<file path="config.mk">
export PLATFORM = sky130hd
export DESIGN_NAME = vga_timing_gen_flat
export DESIGN_NICKNAME = d
export VERILOG_FILES = /design/src/rtl/vga_timing_gen_pkg.sv /design/src/rtl/vga_timing_gen_if.sv /design/src/rtl/vga_timing_gen_axis_counter.sv /design/src/rtl/vga_timing_gen.sv /design/src/flat_wrapper.sv
export SDC_FILE = /design/constraint.sdc
export NUM_CORES = 1
export LEC_CHECK = 0
export ABC_AREA = 1
export CAP_MARGIN = 40
export CORE_AREA = 2 2 58 60
export CTS_CLUSTER_SIZE = 12
export DETAILED_ROUTE_END_ITERATION = 7
export DIE_AREA = 0 0 60 62
export PLACE_DENSITY = 0.79
export SYNTH_ARGS = -nofsm -noshare
export SYNTH_HDL_FRONTEND = slang
export SYNTH_SLANG_ARGS = --single-unit
</file>
<file path="constraint.sdc">
create_clock -name clk -period 2.9 [get_ports clk]
set_input_delay 0.725 -clock clk [delete_from_list [all_inputs] [get_ports clk]]
set_output_delay 0.725 -clock clk [all_outputs]
set_load 0.05 [all_outputs]
</file>
<file path="src/rtl/vga_timing_gen_pkg.sv">
// Default 640x480@60 raster constants and the helper that sums an axis into its total length.
package vga_timing_pkg;

  function automatic int unsigned axis_total(input int unsigned visible,
                                             input int unsigned fp,
                                             input int unsigned sync,
                                             input int unsigned bp);
    return visible + fp + sync + bp;
  endfunction

  localparam int unsigned DEF_H_VISIBLE = 640;
  localparam int unsigned DEF_H_FP      = 16;
  localparam int unsigned DEF_H_SYNC    = 96;
  localparam int unsigned DEF_H_BP      = 48;
  localparam int unsigned DEF_V_VISIBLE = 480;
  localparam int unsigned DEF_V_FP      = 10;
  localparam int unsigned DEF_V_SYNC    = 2;
  localparam int unsigned DEF_V_BP      = 29;
  localparam int unsigned DEF_CLK_DIV   = 4;

  localparam int unsigned DEF_H_TOTAL =
    axis_total(DEF_H_VISIBLE, DEF_H_FP, DEF_H_SYNC, DEF_H_BP);
  localparam int unsigned DEF_V_TOTAL =
    axis_total(DEF_V_VISIBLE, DEF_V_FP, DEF_V_SYNC, DEF_V_BP);

endpackage

</file>
<file path="src/rtl/vga_timing_gen_if.sv">
// Timing-generator output bundle plus run enable; master is the generator, slave the pixel pipeline.
interface vga_timing_gen_if #(
  parameter int unsigned CNT_W   = 10,
  parameter int unsigned FRAME_W = 8
);
  logic               en;
  logic               pixel_en;
  logic [CNT_W-1:0]   pixel_x;
  logic [CNT_W-1:0]   pixel_y;
  logic               h_sync;
  logic               v_sync;
  logic               blank;
  logic               last_column;
  logic               last_row;
  logic               line_start;
  logic               frame_start;
  logic [FRAME_W-1:0] frame_count;

  modport master (
    input  en,
    output pixel_en, pixel_x, pixel_y, h_sync, v_sync, blank,
           last_column, last_row, line_start, frame_start, frame_count
  );

  modport slave (
    output en,
    input  pixel_en, pixel_x, pixel_y, h_sync, v_sync, blank,
           last_column, last_row, line_start, frame_start, frame_count
  );
endinterface

</file>
<file path="src/rtl/vga_timing_gen_axis_counter.sv">
// One raster axis: wrapping position counter with sync, blank and last-visible decode.
module vga_axis_counter
  import vga_timing_pkg::*;
#(
  parameter int unsigned VISIBLE  = DEF_H_VISIBLE,
  parameter int unsigned FP       = DEF_H_FP,
  parameter int unsigned SYNC     = DEF_H_SYNC,
  parameter int unsigned BP       = DEF_H_BP,
  parameter bit          SYNC_POL = 1'b0,
  parameter int unsigned CNT_W    = 10
) (
  input  logic             clk,
  input  logic             rst,
  input  logic             step,
  output logic [CNT_W-1:0] cnt,
  output logic             wrap,
  output logic             sync,
  output logic             blank_axis,
  output logic             last_visible
);
  localparam int unsigned      TOTAL      = axis_total(VISIBLE, FP, SYNC, BP);
  localparam logic [CNT_W-1:0] CNT_LAST   = CNT_W'(TOTAL - 1);
  localparam logic [CNT_W-1:0] SYNC_FIRST = CNT_W'(VISIBLE + FP);
  localparam logic [CNT_W-1:0] SYNC_LAST  = CNT_W'(VISIBLE + FP + SYNC - 1);
  localparam logic [CNT_W-1:0] VIS_LAST   = CNT_W'(VISIBLE - 1);
  localparam logic [CNT_W-1:0] VIS_END    = CNT_W'(VISIBLE);

  logic [CNT_W-1:0] cnt_q, cnt_d;
  logic             sync_active;

  assign wrap = (cnt_q == CNT_LAST);

  always_comb begin
    cnt_d = cnt_q;
    if (step) begin
      cnt_d = wrap ? '0 : cnt_q + 1'b1;
    end
  end

  always_ff @(posedge clk) begin
    if (rst) begin
      cnt_q <= '0;
    end else begin
      cnt_q <= cnt_d;
    end
  end

  assign sync_active  = (cnt_q >= SYNC_FIRST) && (cnt_q <= SYNC_LAST);
  assign sync         = SYNC_POL ? sync_active : ~sync_active;
  assign blank_axis   = (cnt_q >= VIS_END);
  assign last_visible = (cnt_q == VIS_LAST);
  assign cnt          = cnt_q;

endmodule

</file>
<file path="src/rtl/vga_timing_gen.sv">
// Parametrised raster timing generator: pixel-rate divider driving horizontal and vertical axes.
// Define VGA_TIMING_FRAME_CNT_EN to build the completed-frame counter; otherwise frame_count is 0.
module vga_timing_gen
  import vga_timing_pkg::*;
#(
  parameter int unsigned H_VISIBLE  = DEF_H_VISIBLE,
  parameter int unsigned H_FP       = DEF_H_FP,
  parameter int unsigned H_SYNC     = DEF_H_SYNC,
  parameter int unsigned H_BP       = DEF_H_BP,
  parameter int unsigned V_VISIBLE  = DEF_V_VISIBLE,
  parameter int unsigned V_FP       = DEF_V_FP,
  parameter int unsigned V_SYNC     = DEF_V_SYNC,
  parameter int unsigned V_BP       = DEF_V_BP,
  parameter int unsigned CLK_DIV    = DEF_CLK_DIV,
  parameter bit          H_SYNC_POL = 1'b0,
  parameter bit          V_SYNC_POL = 1'b0,
  parameter int unsigned CNT_W      = 10,
  parameter int unsigned FRAME_W    = 8
) (
  input  logic             clk,
  input  logic             rst,
  vga_timing_gen_if.master vga
);
  localparam int unsigned      DIV_W    = (CLK_DIV > 1) ? $clog2(CLK_DIV) : 1;
  localparam logic [DIV_W-1:0] DIV_LAST = DIV_W'(CLK_DIV - 1);

  logic [DIV_W-1:0] div_cnt_q, div_cnt_d;
  logic             pixel_en;
  logic [CNT_W-1:0] x_cnt, y_cnt;
  logic             h_wrap, v_wrap, v_step;
  logic             h_sync, v_sync;
  logic             h_blank, v_blank;
  logic             h_last, v_last;
  logic             line_start;

  // Divider holds its phase while en is low so a resumed run finishes the interrupted pixel.
  always_comb begin
    div_cnt_d = div_cnt_q;
    if (vga.en) begin
      div_cnt_d = (div_cnt_q == DIV_LAST) ? '0 : div_cnt_q + 1'b1;
    end
  end

  always_ff @(posedge clk) begin
    if (rst) begin
      div_cnt_q <= '0;
    end else begin
      div_cnt_q <= div_cnt_d;
    end
  end

  assign pixel_en = vga.en & (div_cnt_q == DIV_LAST);
  assign v_step   = h_wrap & pixel_en;

  vga_axis_counter #(
    .VISIBLE  (H_VISIBLE),
    .FP       (H_FP),
    .SYNC     (H_SYNC),
    .BP       (H_BP),
    .SYNC_POL (H_SYNC_POL),
    .CNT_W    (CNT_W)
  ) u_h_axis (
    .clk          (clk),
    .rst          (rst),
    .step         (pixel_en),
    .cnt          (x_cnt),
    .wrap         (h_wrap),
    .sync         (h_sync),
    .blank_axis   (h_blank),
    .last_visible (h_last)
  );

  vga_axis_counter #(
    .VISIBLE  (V_VISIBLE),
    .FP       (V_FP),
    .SYNC     (V_SYNC),
    .BP       (V_BP),
    .SYNC_POL (V_SYNC_POL),
    .CNT_W    (CNT_W)
  ) u_v_axis (
    .clk          (clk),
    .rst          (rst),
    .step         (v_step),
    .cnt          (y_cnt),
    .wrap         (v_wrap),
    .sync         (v_sync),
    .blank_axis   (v_blank),
    .last_visible (v_last)
  );

  assign line_start = pixel_en & (x_cnt == '0);

`ifdef VGA_TIMING_FRAME_CNT_EN
  logic [FRAME_W-1:0] frame_q, frame_d;

  always_comb begin
    frame_d = frame_q;
    if (v_wrap & v_step) begin
      frame_d = frame_q + 1'b1;
    end
  end

  always_ff @(posedge clk) begin
    if (rst) begin
      frame_q <= '0;
    end else begin
      frame_q <= frame_d;
    end
  end

  assign vga.frame_count = frame_q;
`else
  logic unused_v_wrap;
  assign unused_v_wrap   = v_wrap;
  assign vga.frame_count = '0;
`endif

  assign vga.pixel_en    = pixel_en;
  assign vga.pixel_x     = x_cnt;
  assign vga.pixel_y     = y_cnt;
  assign vga.h_sync      = h_sync;
  assign vga.v_sync      = v_sync;
  assign vga.blank       = h_blank | v_blank;
  assign vga.last_column = h_last;
  assign vga.last_row    = v_last;
  assign vga.line_start  = line_start;
  assign vga.frame_start = line_start & (y_cnt == '0);

endmodule

</file>
<file path="src/flat_wrapper.sv">
// flat-port wrapper written by rule: the top's interface ports become plain ports
module vga_timing_gen_flat import vga_timing_pkg::*;
#(
  parameter int unsigned H_VISIBLE  = DEF_H_VISIBLE,
  parameter int unsigned H_FP       = DEF_H_FP,
  parameter int unsigned H_SYNC     = DEF_H_SYNC,
  parameter int unsigned H_BP       = DEF_H_BP,
  parameter int unsigned V_VISIBLE  = DEF_V_VISIBLE,
  parameter int unsigned V_FP       = DEF_V_FP,
  parameter int unsigned V_SYNC     = DEF_V_SYNC,
  parameter int unsigned V_BP       = DEF_V_BP,
  parameter int unsigned CLK_DIV    = DEF_CLK_DIV,
  parameter bit          H_SYNC_POL = 1'b0,
  parameter bit          V_SYNC_POL = 1'b0,
  parameter int unsigned CNT_W      = 10,
  parameter int unsigned FRAME_W    = 8
)
  (clk, rst, vga_en, vga_pixel_en, vga_pixel_x, vga_pixel_y, vga_h_sync, vga_v_sync, vga_blank, vga_last_column, vga_last_row, vga_line_start, vga_frame_start, vga_frame_count);
  vga_timing_gen_if #(.CNT_W(CNT_W), .FRAME_W(FRAME_W)) vga_i ();
  input  logic clk;
  input  logic rst;
  input wire logic [$bits(vga_i.en)-1:0] vga_en;
  output wire logic [$bits(vga_i.pixel_en)-1:0] vga_pixel_en;
  output wire logic [$bits(vga_i.pixel_x)-1:0] vga_pixel_x;
  output wire logic [$bits(vga_i.pixel_y)-1:0] vga_pixel_y;
  output wire logic [$bits(vga_i.h_sync)-1:0] vga_h_sync;
  output wire logic [$bits(vga_i.v_sync)-1:0] vga_v_sync;
  output wire logic [$bits(vga_i.blank)-1:0] vga_blank;
  output wire logic [$bits(vga_i.last_column)-1:0] vga_last_column;
  output wire logic [$bits(vga_i.last_row)-1:0] vga_last_row;
  output wire logic [$bits(vga_i.line_start)-1:0] vga_line_start;
  output wire logic [$bits(vga_i.frame_start)-1:0] vga_frame_start;
  output wire logic [$bits(vga_i.frame_count)-1:0] vga_frame_count;
  assign vga_i.en = vga_en;
  assign vga_pixel_en = vga_i.pixel_en;
  assign vga_pixel_x = vga_i.pixel_x;
  assign vga_pixel_y = vga_i.pixel_y;
  assign vga_h_sync = vga_i.h_sync;
  assign vga_v_sync = vga_i.v_sync;
  assign vga_blank = vga_i.blank;
  assign vga_last_column = vga_i.last_column;
  assign vga_last_row = vga_i.last_row;
  assign vga_line_start = vga_i.line_start;
  assign vga_frame_start = vga_i.frame_start;
  assign vga_frame_count = vga_i.frame_count;
  vga_timing_gen #(.H_VISIBLE(H_VISIBLE), .H_FP(H_FP), .H_SYNC(H_SYNC), .H_BP(H_BP), .V_VISIBLE(V_VISIBLE), .V_FP(V_FP), .V_SYNC(V_SYNC), .V_BP(V_BP), .CLK_DIV(CLK_DIV), .H_SYNC_POL(H_SYNC_POL), .V_SYNC_POL(V_SYNC_POL), .CNT_W(CNT_W), .FRAME_W(FRAME_W)) u_core (.clk(clk), .rst(rst), .vga(vga_i));
endmodule
</file>
Yosys cells after proc, flatten, opt, wreduce, memory -nomap -nowiden
Cells that the tools add are included.

cells by class
  add/sub/neg operators = 3
  $lt $le $gt $ge = 6
  equal/unequal tests = 5
  multiplexer cells = 3
  bitwise gates (word level) = 7
  reduce and logical (&&, ||, !) cells = 4

operators by type and width
  kind                                                                    number
  10-bit == test, second input constant                                   3
  10-bit by 1-bit adder with 10-bit output, second input constant         2
  10-bit >= comparator, second input constant                             2
  10-bit by 9-bit >= comparator with 1-bit output, second input constant  2
  10-bit logical NOT                                                      2
  10-bit 2-to-1 mux                                                       2
  10-bit by 9-bit == test with 1-bit output, second input constant        1
  10-bit <= comparator, second input constant                             1
  10-bit by 9-bit <= comparator with 1-bit output, second input constant  1
  1-bit bitwise AND                                                       4
  2-bit by 1-bit adder with 2-bit output, second input constant           1
  2-bit == test, second input constant                                    1
  1-bit logical AND                                                       2
  2-bit 2-to-1 mux                                                        1
  1-bit NOT                                                               2
  1-bit bitwise OR                                                        1

word-level totals
  register bits = 22
  logic and storage cells = 31

Longest topological paths before layout
  word-level depth = 4
  depth in mapped cells = 9
  gate-level depth less buffers = 9

Cells and area by module
A second synthesis with hierarchy kept.

second synthesis, totals
  cells, all modules = 228
  area total of the unflattened synthesis = 1,529.0 µm²

by module, submodules not included
  module                              times used  cells an instance  area each (µm²)  sequential area each (µm²)
  vga_axis_counter (u_core.u_v_axis)  1           97                 676.9            200.2
  vga_axis_counter (u_core.u_h_axis)  1           89                 590.6            200.2
  vga_timing_gen                      1           42                 261.5            40.0

Worst setup path before layout
No wires, ideal clock.

  kind = in2out
  from = in vga_en
  to = out vga_frame_start
  arrival time = 2.897 ns
  data required time = 2.175 ns
  setup slack = -0.722 ns
  cell stages on the path = 4
  buffers on the path = 0
  path through = nand2_1 -> inv_1 -> nand4_1 -> nor4_1

between the ends
  cells in the longest elaborated chain, start to end = 3

RTL lines
  item                line                   source
  start: declaration  flat_wrapper.sv:22     input wire logic [$bits(vga_i.en)-1:0] vga_en;
  1-bit bitwise AND   vga_timing_gen.sv:52   assign pixel_en = vga.en & (div_cnt_q == DIV_LAST);
  net vga_pixel_en    flat_wrapper.sv:23     output wire logic [$bits(vga_i.pixel_en)-1:0] vga_pixel_en;
  1-bit bitwise AND   vga_timing_gen.sv:91   assign line_start = pixel_en & (x_cnt == '0);
  1-bit bitwise AND   vga_timing_gen.sv:127  assign vga.frame_start = line_start & (y_cnt == '0);
  end: declaration    flat_wrapper.sv:32     output wire logic [$bits(vga_i.frame_start)-1:0] vga_frame_start;

The timed path passes the listed nets, and every way through them passes these cells.

Worst setup path after layout
  from = in vga_en
  to = out vga_frame_start

between the ends
  cells in the longest elaborated chain, start to end = 3

RTL lines
  item               line
  1-bit bitwise AND  vga_timing_gen.sv:52
  1-bit bitwise AND  vga_timing_gen.sv:91
  1-bit bitwise AND  vga_timing_gen.sv:127

Every way passes these cells.

==> results.md <==
- Ant. Diodes: 0
- Worst flop-to-flop path startpoint: u_core.u_h_axis.cnt[1]$_SDFFE_PP0P_
- Cell count after synthesis: around 220
- Core Region: approximately 3200 um2
- Crit Path Max Fanout: 2
- Total number of vias: approximately 1400
- Worst-skew pair later-pin latency: approximately 0.32 ns
- Reg clk slew, reported paths: about 0.12 ns
- Lkg Pwr: between 0.8 and 0.9 nW
- WP data required: approximately 2.2 ns
- Slew Viols, Final: 0
- Area delta synth->final: 27.42%
- Total detailed-routing wirelength: 3.227 mm
- Initial Utilization: a little under half
- Via density: about 4.9
- Clock skew: roughly 0.0067 ns
- Period utilisation layout: between 90% and 100%
- Netlist Area Pre-Place: 1474 um2
- Total global-route track usage: between 15 and 20%
- RePlAce Congestion: between 0.9 and 1
- First-pass GRT wire length: between 5 and 6 mm
- Slew @ Worst Pin: a little over 0.5 ns
- Hold_buf cts: 0
- Seq/Total Area, Yosys: between 20 and 30%
- Most common cell in the netlist: nand2_1
- Nets: 261
- Seq cells post-synth: 22
- Top cells by area, synth: dfxtp_1 (30%), nand2_1 (10%), nor2_1 (9.2%), inv_1 (7.6%), nand3_1 (6.8%)
- Hold Path Class: flop to flop
- Die W: about 60 um
- RSZ-0062 raised after global routing: no
- Synth top area share: approximately 30%
- Worst r2r dst: u_core.u_v_axis.cnt[9]$_SDFFE_PP0P_
- Finished Core Util: 59.07%
- Rows: 21
- Fmax: around 380 MHz
- Global route overflow: 0
- Die area: approximately 3700 um2
- Hold violation count in the final report: 0
- Commonest cells post-synth: nand2_1 (41), nor2_1 (36), inv_1 (30)
- Fraction of layout cells with a size suffix above 1: approximately 14%
- Unique masters post-synth: 32
- DRC: 0
- IO Count: 39
- Die height: slightly above 60 um
- Largest net degree at the start of global routing: 12
- CTS tree: yes
- Critical Path End Type: output port
- Setup violations, final: 0
- Worst R2R Path Depth: 6
- TritonRoute pass-1 iters: 4
- Setup crit start: vga_en
- Status: finished clean
- Post-synth EDFFs: 0
- Dpl hpwl: roughly 2.5 mm
- WHS Path Cells: 2
- Worst setup path class: input port to output port
- Setup crit start kind: input port
- Final ANT Viol Nets: 0
- Setup TNS: 0 ns
- Wire per inst: around 11 um
- Crit path arrival time: ~1.9 ns
- Max-cap violation count: 0
- DR iter-0 viols: between 60 and 70
- Synth area leader: dfxtp_1
- Htree depth: 1
- Yosys warns: 0
- R2R Setup Slk: 1.22 ns
- CTS Buf Count: 3
- CP Capture Point: vga_frame_start
- PortBufs: 30
- Tot Pwr: roughly 0.00052 W
- Vias in the first global route: roughly 1200
- CTS sink count: 22
- Crit path time final: around 2.6 ns
- Final Cell Area: between 1500 and 2000 um2
- Post-Syn Area per Cell: around 6.8 um2
- Rel. slew slack: roughly 66%
- Post-synth ARST share: 0%
- CTS Root Cell: clkbuf_4
- CTS max path bufs: 2
- Initial antenna violation count: 0
- Placed cell areas: about 1900 um2
- Worst VDD drop: roughly 160 uV
- Power per cell area: 278.1 nW/um2
- Most frequently used flop master after synthesis: dfxtp_1
-- critical path: stages --
cell,delay (ns)
clkdlybuf4s50_1,0.48
nand2_1,0.07
inv_1,0.07
nand4_1,0.12
nor4_2,0.27
buf_12,0.18
-- metrics by stage --
| stage | cells | hold slack, ns | setup WS, ns |
|---|---|---|---|
| floorplan | 223 | 0.4939 | -0.1599 |
| CTS | 296 | 0.5522 | 0.2409 |
| global route | 296 | 0.5881 | 0.08000 |
| global placement | 293 | 0.5130 | 0.2672 |
| detailed placement | 293 | 0.5240 | 0.2591 |
| finish | 296 | 0.5529 | 0.2553 |
-- routing by layer --
metal	wire (um)	global-route usage, %
met1	1576	27.47
met2	1443	31.21
met3	150	2.484
met4	56	6.667
met5	0	0
-- layout make-up --
cell class | count | area, um2
fill | 297 | 1301
tap | 46 | 57.56
sequential | 22 | 440.4
inverter | 32 | 120.1
clock buffer | 3 | 22.52
timing repair buffer | 33 | 341.6
multi-input combinational | 160 | 895.9
-- where the power goes --
part	internal (W)	leakage, nW	switching, W
sequential	0.000306	0.178	0.00000255
combinational	0.0000191	0.629	0.0000498
clock	0.0000487	0.0138	0.0000962
total	0.000374	0.821	0.000149
-- worst min-delay path by stage --
stage                                     start  slack [ns]                          endpoint
2_1_floorplan  u_core.div_cnt_q[1]$_SDFFE_PP0P_        0.49  u_core.div_cnt_q[1]$_SDFFE_PP0P_
3_3_place_gp   u_core.div_cnt_q[1]$_SDFFE_PP0P_        0.51  u_core.div_cnt_q[1]$_SDFFE_PP0P_
3_5_place_dp   u_core.div_cnt_q[1]$_SDFFE_PP0P_        0.52  u_core.div_cnt_q[1]$_SDFFE_PP0P_
4_1_cts        u_core.div_cnt_q[1]$_SDFFE_PP0P_        0.55  u_core.div_cnt_q[1]$_SDFFE_PP0P_
5_1_grt        u_core.div_cnt_q[0]$_SDFFE_PP0P_        0.59  u_core.div_cnt_q[0]$_SDFFE_PP0P_
6_report       u_core.div_cnt_q[1]$_SDFFE_PP0P_        0.55  u_core.div_cnt_q[1]$_SDFFE_PP0P_
-- what timing repair did --
item	CTS	global route
setup buffers	0	0
gates resized for setup	1	0
endpoints found under the setup margin	1	0
-- cells in the final DEF (no fill, tap or decap), types with 2 or more instances in the layout --
master            n
a21oi_1           2
a21oi_2           5
buf_12            3
buf_4             7
clkbuf_4          3
clkdlybuf4s50_1  22
conb_1            8
dfxtp_1          22
ha_1              6
inv_1            30
inv_2             2
nand2_1          41
nand3_1          20
nand3_4           2
nand4_1           6
nor2_1           36
nor3_1            5
nor4_2            2
o21ai_0           6
o21ai_1           3
or2_2             2
xor2_1            2
-- state kept, by name, indices dropped and copies added (netlist names) --
signal and flops:
u_core.u_h_axis.cnt 10, u_core.u_v_axis.cnt 10, u_core.div_cnt_q 2
-- cells by family (layout without fill, tap and decap cells) --
family / count (synthesis) / count (layout) / synth area share [%]
fa+ha+maj: 6 / 6 / 5.093
xor+xnor: 3 / 3 / 1.783
other cells: 1 / 8 / 0.2544
buf+inv: 41 / 68 / 12.99
flops: 22 / 22 / 29.88
compound gates: 18 / 18 / 7.810
simple gates: 125 / 125 / 42.19
Power figures use the tool's default switching activity.
